--- config.mk ---
export PLATFORM = sky130hd
export DESIGN_NAME = multicycle_controller
export DESIGN_NICKNAME = d
export VERILOG_FILES = /design/src/rtl/multicycle_controller.sv
export SDC_FILE = /design/constraint.sdc
export NUM_CORES = 1
export LEC_CHECK = 0
export ABC_CLOCK_PERIOD_IN_PS = 1700
export CAP_MARGIN = 20
export CELL_PAD_IN_SITES_DETAIL_PLACEMENT = 0
export CELL_PAD_IN_SITES_GLOBAL_PLACEMENT = 1
export CORE_MARGIN = 2
export CORE_UTILIZATION = 22
export DETAILED_ROUTE_END_ITERATION = 7
export PLACE_DENSITY_LB_ADDON = 0.1
export SETUP_SLACK_MARGIN = 0.5
export SYNTH_ARGS = -nofsm -noshare
export SYNTH_HDL_FRONTEND = slang
export SYNTH_SLANG_ARGS = --single-unit
export TNS_END_PERCENT = 10
--- constraint.sdc ---
create_clock -name clk -period 1.7 [get_ports clk]
set_input_delay 0.34 -clock clk [delete_from_list [all_inputs] [get_ports clk]]
set_output_delay 0.34 -clock clk [all_outputs]
set_load 0.02 [all_outputs]
--- src/rtl/multicycle_controller.sv ---
// Multicycle MIPS control FSM: sequences fetch/decode/execute/memory/writeback,
// drives datapath enables and holds memory states until mem_ready.
module multicycle_controller #(
  parameter int ALUCTRL_W  = 3,
  parameter bit ENABLE_BNE = 1'b1
) (
  input  logic                 clk,
  input  logic                 reset,
  input  logic [5:0]           opcode,
  input  logic [5:0]           funct,
  input  logic                 zero,
  input  logic                 mem_ready,
  output logic                 IorD,
  output logic                 MemWrite,
  output logic                 IRWrite,
  output logic                 RegDst,
  output logic                 MemToReg,
  output logic                 RegWrite,
  output logic                 ALUSrcA,
  output logic [1:0]           ALUSrcB,
  output logic [1:0]           PCSrc,
  output logic                 PCEn,
  output logic [ALUCTRL_W-1:0] alucontrol,
  output logic [3:0]           state,
  output logic                 illegal_op
);

  typedef enum logic [3:0] {
    FETCH   = 4'd0,  DECODE = 4'd1,  MEMADR = 4'd2,  MEMRD  = 4'd3,
    MEMWB   = 4'd4,  MEMWR  = 4'd5,  EXECUTE = 4'd6, ALUWB  = 4'd7,
    BRANCH  = 4'd8,  ADDIEX = 4'd9,  ADDIWB = 4'd10, JUMP   = 4'd11
  } state_t;

  localparam logic [5:0] OP_RTYPE = 6'b000000;
  localparam logic [5:0] OP_LW    = 6'b100011;
  localparam logic [5:0] OP_SW    = 6'b101011;
  localparam logic [5:0] OP_BEQ   = 6'b000100;
  localparam logic [5:0] OP_BNE   = 6'b000101;
  localparam logic [5:0] OP_ADDI  = 6'b001000;
  localparam logic [5:0] OP_J     = 6'b000010;

  state_t     st;
  logic       is_lw, is_sw, is_rtype, is_branch, is_addi, is_j;
  logic [2:0] funct_alu;
  logic       funct_ok;
  logic [2:0] alu3;
  logic       pc_write, branch, taken;

  assign is_lw     = (opcode == OP_LW);
  assign is_sw     = (opcode == OP_SW);
  assign is_rtype  = (opcode == OP_RTYPE);
  assign is_branch = (opcode == OP_BEQ) || (ENABLE_BNE && (opcode == OP_BNE));
  assign is_addi   = (opcode == OP_ADDI);
  assign is_j      = (opcode == OP_J);

  // R-type funct to ALU op; unknown functs fall back to add and are flagged
  always_comb begin
    funct_ok  = 1'b1;
    funct_alu = 3'b010;
    case (funct)
      6'b100000: funct_alu = 3'b010;
      6'b100010: funct_alu = 3'b110;
      6'b100100: funct_alu = 3'b000;
      6'b100101: funct_alu = 3'b001;
      6'b101010: funct_alu = 3'b111;
      default:   funct_ok  = 1'b0;
    endcase
  end

  // State register and sticky illegal flag
  always_ff @(posedge clk or posedge reset) begin
    if (reset) begin
      st         <= FETCH;
      illegal_op <= 1'b0;
    end else begin
      case (st)
        FETCH:   if (mem_ready) st <= DECODE;
        DECODE: begin
          if (is_lw || is_sw)  st <= MEMADR;
          else if (is_rtype)   st <= EXECUTE;
          else if (is_branch)  st <= BRANCH;
          else if (is_addi)    st <= ADDIEX;
          else if (is_j)       st <= JUMP;
          else begin
            illegal_op <= 1'b1;
            st         <= FETCH;
          end
        end
        MEMADR:  st <= is_lw ? MEMRD : (is_sw ? MEMWR : FETCH);
        MEMRD:   if (mem_ready) st <= MEMWB;
        MEMWR:   if (mem_ready) st <= FETCH;
        EXECUTE: begin
          if (!funct_ok) illegal_op <= 1'b1;
          st <= ALUWB;
        end
        ADDIEX:  st <= ADDIWB;
        default: st <= FETCH;
      endcase
    end
  end

  // Moore decode of the current state; only FETCH looks at mem_ready
  always_comb begin
    IorD     = 1'b0;
    MemWrite = 1'b0;
    IRWrite  = 1'b0;
    RegDst   = 1'b0;
    MemToReg = 1'b0;
    RegWrite = 1'b0;
    ALUSrcA  = 1'b0;
    ALUSrcB  = 2'b00;
    PCSrc    = 2'b00;
    alu3     = 3'b010;
    pc_write = 1'b0;
    branch   = 1'b0;
    case (st)
      FETCH: begin
        ALUSrcB  = 2'b01;
        IRWrite  = mem_ready;
        pc_write = mem_ready;
      end
      DECODE:  ALUSrcB = 2'b11;
      MEMADR: begin
        ALUSrcA = 1'b1;
        ALUSrcB = 2'b10;
      end
      MEMRD:   IorD = 1'b1;
      MEMWB: begin
        MemToReg = 1'b1;
        RegWrite = 1'b1;
      end
      MEMWR: begin
        IorD     = 1'b1;
        MemWrite = 1'b1;
      end
      EXECUTE: begin
        ALUSrcA = 1'b1;
        alu3    = funct_alu;
      end
      ALUWB: begin
        RegDst   = 1'b1;
        RegWrite = 1'b1;
      end
      BRANCH: begin
        ALUSrcA = 1'b1;
        alu3    = 3'b110;
        PCSrc   = 2'b01;
        branch  = 1'b1;
      end
      ADDIEX: begin
        ALUSrcA = 1'b1;
        ALUSrcB = 2'b10;
      end
      ADDIWB:  RegWrite = 1'b1;
      JUMP: begin
        PCSrc    = 2'b10;
        pc_write = 1'b1;
      end
      default: ;
    endcase
  end

  // bne only reaches BRANCH when enabled, so the opcode alone selects polarity
  assign taken      = (opcode == OP_BNE) ? ~zero : zero;
  assign PCEn       = pc_write | (branch & taken);
  assign alucontrol = ALUCTRL_W'(alu3);
  assign state      = st;

endmodule
==> results by stage <==
Synthesis:
- In this run the mean area of a mapped cell was 7.01 um^2.
- Synthesis produced ~90 cells.
- The top cell type by area accounts for about a fifth of the synthesized area.
- Ranked by total cell area, the synthesized netlist is headed by sky130_fd_sc_hd__dfrtp_1 (20%), sky130_fd_sc_hd__nor2_1 (9.4%), sky130_fd_sc_hd__o21ai_0 (4.7%).
- Synthesis inferred 5 register bits.
- Yosys mapped a number of flops with a built-in enable equal to 0.
- After synthesis, the most frequently instantiated cells are sky130_fd_sc_hd__nor2_1 (16), sky130_fd_sc_hd__o21ai_0 (6), sky130_fd_sc_hd__dfrtp_1 (5).
- After synthesis the cells add up to around 640 um^2.
- Of the synthesized area, sequential elements account for 19.6%.
- The number of distinct library cells after synthesis is 43.
- The largest area contributor in the synthesized netlist is sky130_fd_sc_hd__dfrtp_1.
- Counting every net in the synthesized netlist gives 107.
- The fraction of registers with async set or reset after synthesis is 100%.
- In the synthesized netlist the dominant register cell turns out to be sky130_fd_sc_hd__dfrtp_1.
- The most instantiated library cell after synthesis is sky130_fd_sc_hd__nor2_1.
- During synthesis, Yosys emitted a total of 0 warnings.

Worst setup path:
- The worst stage delay on the critical path is 0.52 ns.
- The end of the worst register-to-register path is illegal_op.
- The critical path buffer and inverter count is 2.
- The worst path required time is 1.36 ns.
- The maximum fanout encountered on the critical timing path is 2.
- The setup check on the worst reg-to-reg path leaves a slack of 0.07 ns.
- The cell with the largest stage delay on the worst path is sky130_fd_sc_hd__or4b_4.
- The cell depth of the worst flop-to-flop path is 6.
- The worst setup path is of the input pin to primary output kind.
- Data on the critical path arrives at its endpoint at between 1.5 and 2 ns.
- The most common cell type on the critical path is sky130_fd_sc_hd__buf_6.
- Walking the worst path, the cells encountered are buf_6, or4b_4, or3_1, nand3_1, a21o_1, buf_6.
- The worst setup path is launched from an input pin.
- The category of the worst setup path capture point is a primary output.
- The source of the worst register-to-register timing path is state[1].
- The kind of cell with the highest combined delay along the critical path is simple AND/OR/NAND/NOR gates.

Clock tree:
- The tree is rooted in a sky130_fd_sc_hd__clkbuf_4.
- The CTS buffer count is 3.
- The clock-pin slew on the worst setup and hold paths is 0.05 ns.
- The clock tree from TritonCTS is yes.
- The H-tree level count is 1.
- The maximum clock path buffer count is 2.
- For the worst-skew pair, the clock arrives at the later sink with an insertion delay of 0.25 ns.
- The clock sink count is 5.

GRT:
- The initial antenna violation count is 0.
- The wire length of the first global-routing pass is between 4 and 5 mm.
- The number of global-route vias before repair is 878.
- Entering global routing, the biggest net connects 17 pins.
- Summed over all layers, the global routing overflow is 0.
- The total track usage is about 15%.

Place:
- The instance area after placement is 1280 um^2.
- The estimated wirelength of the detail-placed design is between 1.5 and 2 mm.
- The number of buffer cells added on primary ports is 35.
- Routability-driven placement finished with a final weighted congestion of 0.741.

STA:
- The timing-limited maximum frequency is approximately 510 MHz.
- The total negative setup slack is -0.764 ns.
- The final count of pins violating max slew is 0.
- The worst setup skew after layout is about 0.0051 ns.
- The portion of the clock cycle consumed by the worst path in the final layout is 115%.
- The minimum clock period is 1.95 ns.
- Setup violations remaining at the end of the flow were counted as 7.
- Setup repair after global routing could not meet its margin everywhere.
- After layout, the worst setup slack is -0.249 ns.
- The measured slew at the worst slew-check pin is 0.396 ns.
- Measured against its own limit, the worst slew margin works out to about three quarters.
- The number of hold violations in the final report is 0.

Pwr:
- The post-layout total power is 597 uW.
- Dividing total power by cell area gives a power density of 418 nW/um^2.
- The cell leakage power is 0.627 nW.
- The maximum ir drop on the vdd rail is 0.000377 V.

Status:
- The final reports fail on negative setup slack.
- The flow ran to the end, but the final reports show violations.

Floorplan:
- The number of standard-cell rows in the floorplan is 19.
- The region available for standard cell placement spans 2760 um^2.
- During I/O placement, the number of pins put on the boundary was 36.
- The starting density of the core is 23.1%.
- The floorplan die width is 57.9 um.
- The floorplan step defined a die boundary enclosing approximately 3300 um^2.
- The die boundary height is 57.9 um.

Drt:
- The total wire length after detailed routing is 2.27 mm.
- The remaining design rule violation count is 0.
- The remaining antenna violation count is 0.
- The via density per instance is 4.87.
- In the final routed layout, each cell accounts on average for about 12 um.
- The first detailed-routing pass ran for 4 iterations.
- The detailed router placed 935 vias in this run.
- The initial DRC count is 19.

Flow run:
- Max-cap violations in this run came to 0.

Finish:
- The number of antenna diodes in the final layout is 0.
- The post-synthesis to final-layout area growth is 124%.
- The post-route cell area is 1430 um^2.
- For this run, the post-layout net count is 178.
- The fraction of final layout cells sized beyond drive strength 1 is 57.1%.

Min path:
- The path class of the lowest-slack min-delay path is input pin to async pin.
==> per-stage QoR <==
| stage | util, % | instances | hold slack, ns | setup WS [ns] |
|---|---|---|---|---|
| 2_1_floorplan | - | 91 | 0.118 | -0.0811 |
| 3_3_place_gp | 46.4 | 182 | 0.458 | -1.03 |
| 3_5_place_dp | 46.4 | 182 | 0.466 | -1.03 |
| 4_1_cts | 50.5 | 191 | 0.309 | -0.287 |
| 5_1_grt | 51.9 | 192 | 0.347 | -0.305 |
| 6_report | 51.9 | 192 | 0.300 | -0.249 |
==> logic make-up after synthesis <==
| kind of cell | Yosys count | synth area share, % |
|---|---|---|
| buffers and inverters | 9 | 7.06 |
| muxes | 1 | 1.57 |
| AOI/OAI and AO/OA | 25 | 26.1 |
| xor gates and xnor gates | 1 | 1.37 |
| and+or+nand+nor | 50 | 44.3 |
| DFF | 5 | 19.6 |
==> where the power goes <==
part / internal [mW] / switching [mW]
registers: 0.127 / 0.00940
logic: 0.164 / 0.153
clock network: 0.0891 / 0.0553
==> area by class of cell <==
| type | count | area [um^2] |
|---|---|---|
| well taps | 31 | 38.8 |
| flip-flops and latches | 5 | 129 |
| multi-input cells | 77 | 607 |
| fillers | 282 | 1330 |
| inverters | 5 | 18.8 |
| repair buffers | 70 | 611 |
| clock buffers | 4 | 26.3 |
==> flip-flops by register name, indices dropped and copies added (netlist names) <==
name and count:
state 4, illegal_op 1
==> per-layer routing <==
layer / routed length (um) / track usage (%)
met5: 0 / 0
met4: 11 / 1.99
met3: 116 / 3.57
met2: 1110 / 23.5
met1: 1040 / 21.3
==> how the worst max path moves through the flow <==
stage | start | end | slack (ns) | cells after the start
after floorplan | opcode[5] | PCEn | -0.08 | 4
after global placement | opcode[5] | PCEn | -1.03 | 6
after detailed placement | opcode[5] | PCEn | -1.03 | 6
after CTS | opcode[3] | PCEn | -0.29 | 6
after global routing | opcode[4] | PCEn | -0.31 | 6
final | opcode[4] | PCEn | -0.25 | 6
==> placed cells by master, fill, tap and decap left out, drive strengths merged, types with 2 or more instances in the layout <==
cell type / n
buf: 58
nor2: 16
clkdlybuf4s50: 7
o21ai: 7
inv: 5
dfrtp: 5
nand2b: 4
dlygate4sd2: 4
nand3: 4
nand2: 4
a21oi: 4
clkbuf: 4
nor3: 3
or3: 3
a21o: 2
nor2b: 2
nand4: 2
and3: 2
nor4: 2
o22ai: 2
==> repair_timing <==
| item | CTS | global route |
|---|---|---|
| pin swaps | 10 | 7 |
| setup buffers | 5 | 1 |
| gates resized for setup | 138 | 17 |
| endpoints found under the hold margin | 0 | 0 |
| hold buffers | 0 | 0 |
| endpoints found under the setup margin | 25 | 24 |
(Power assumes the default switching activity.)
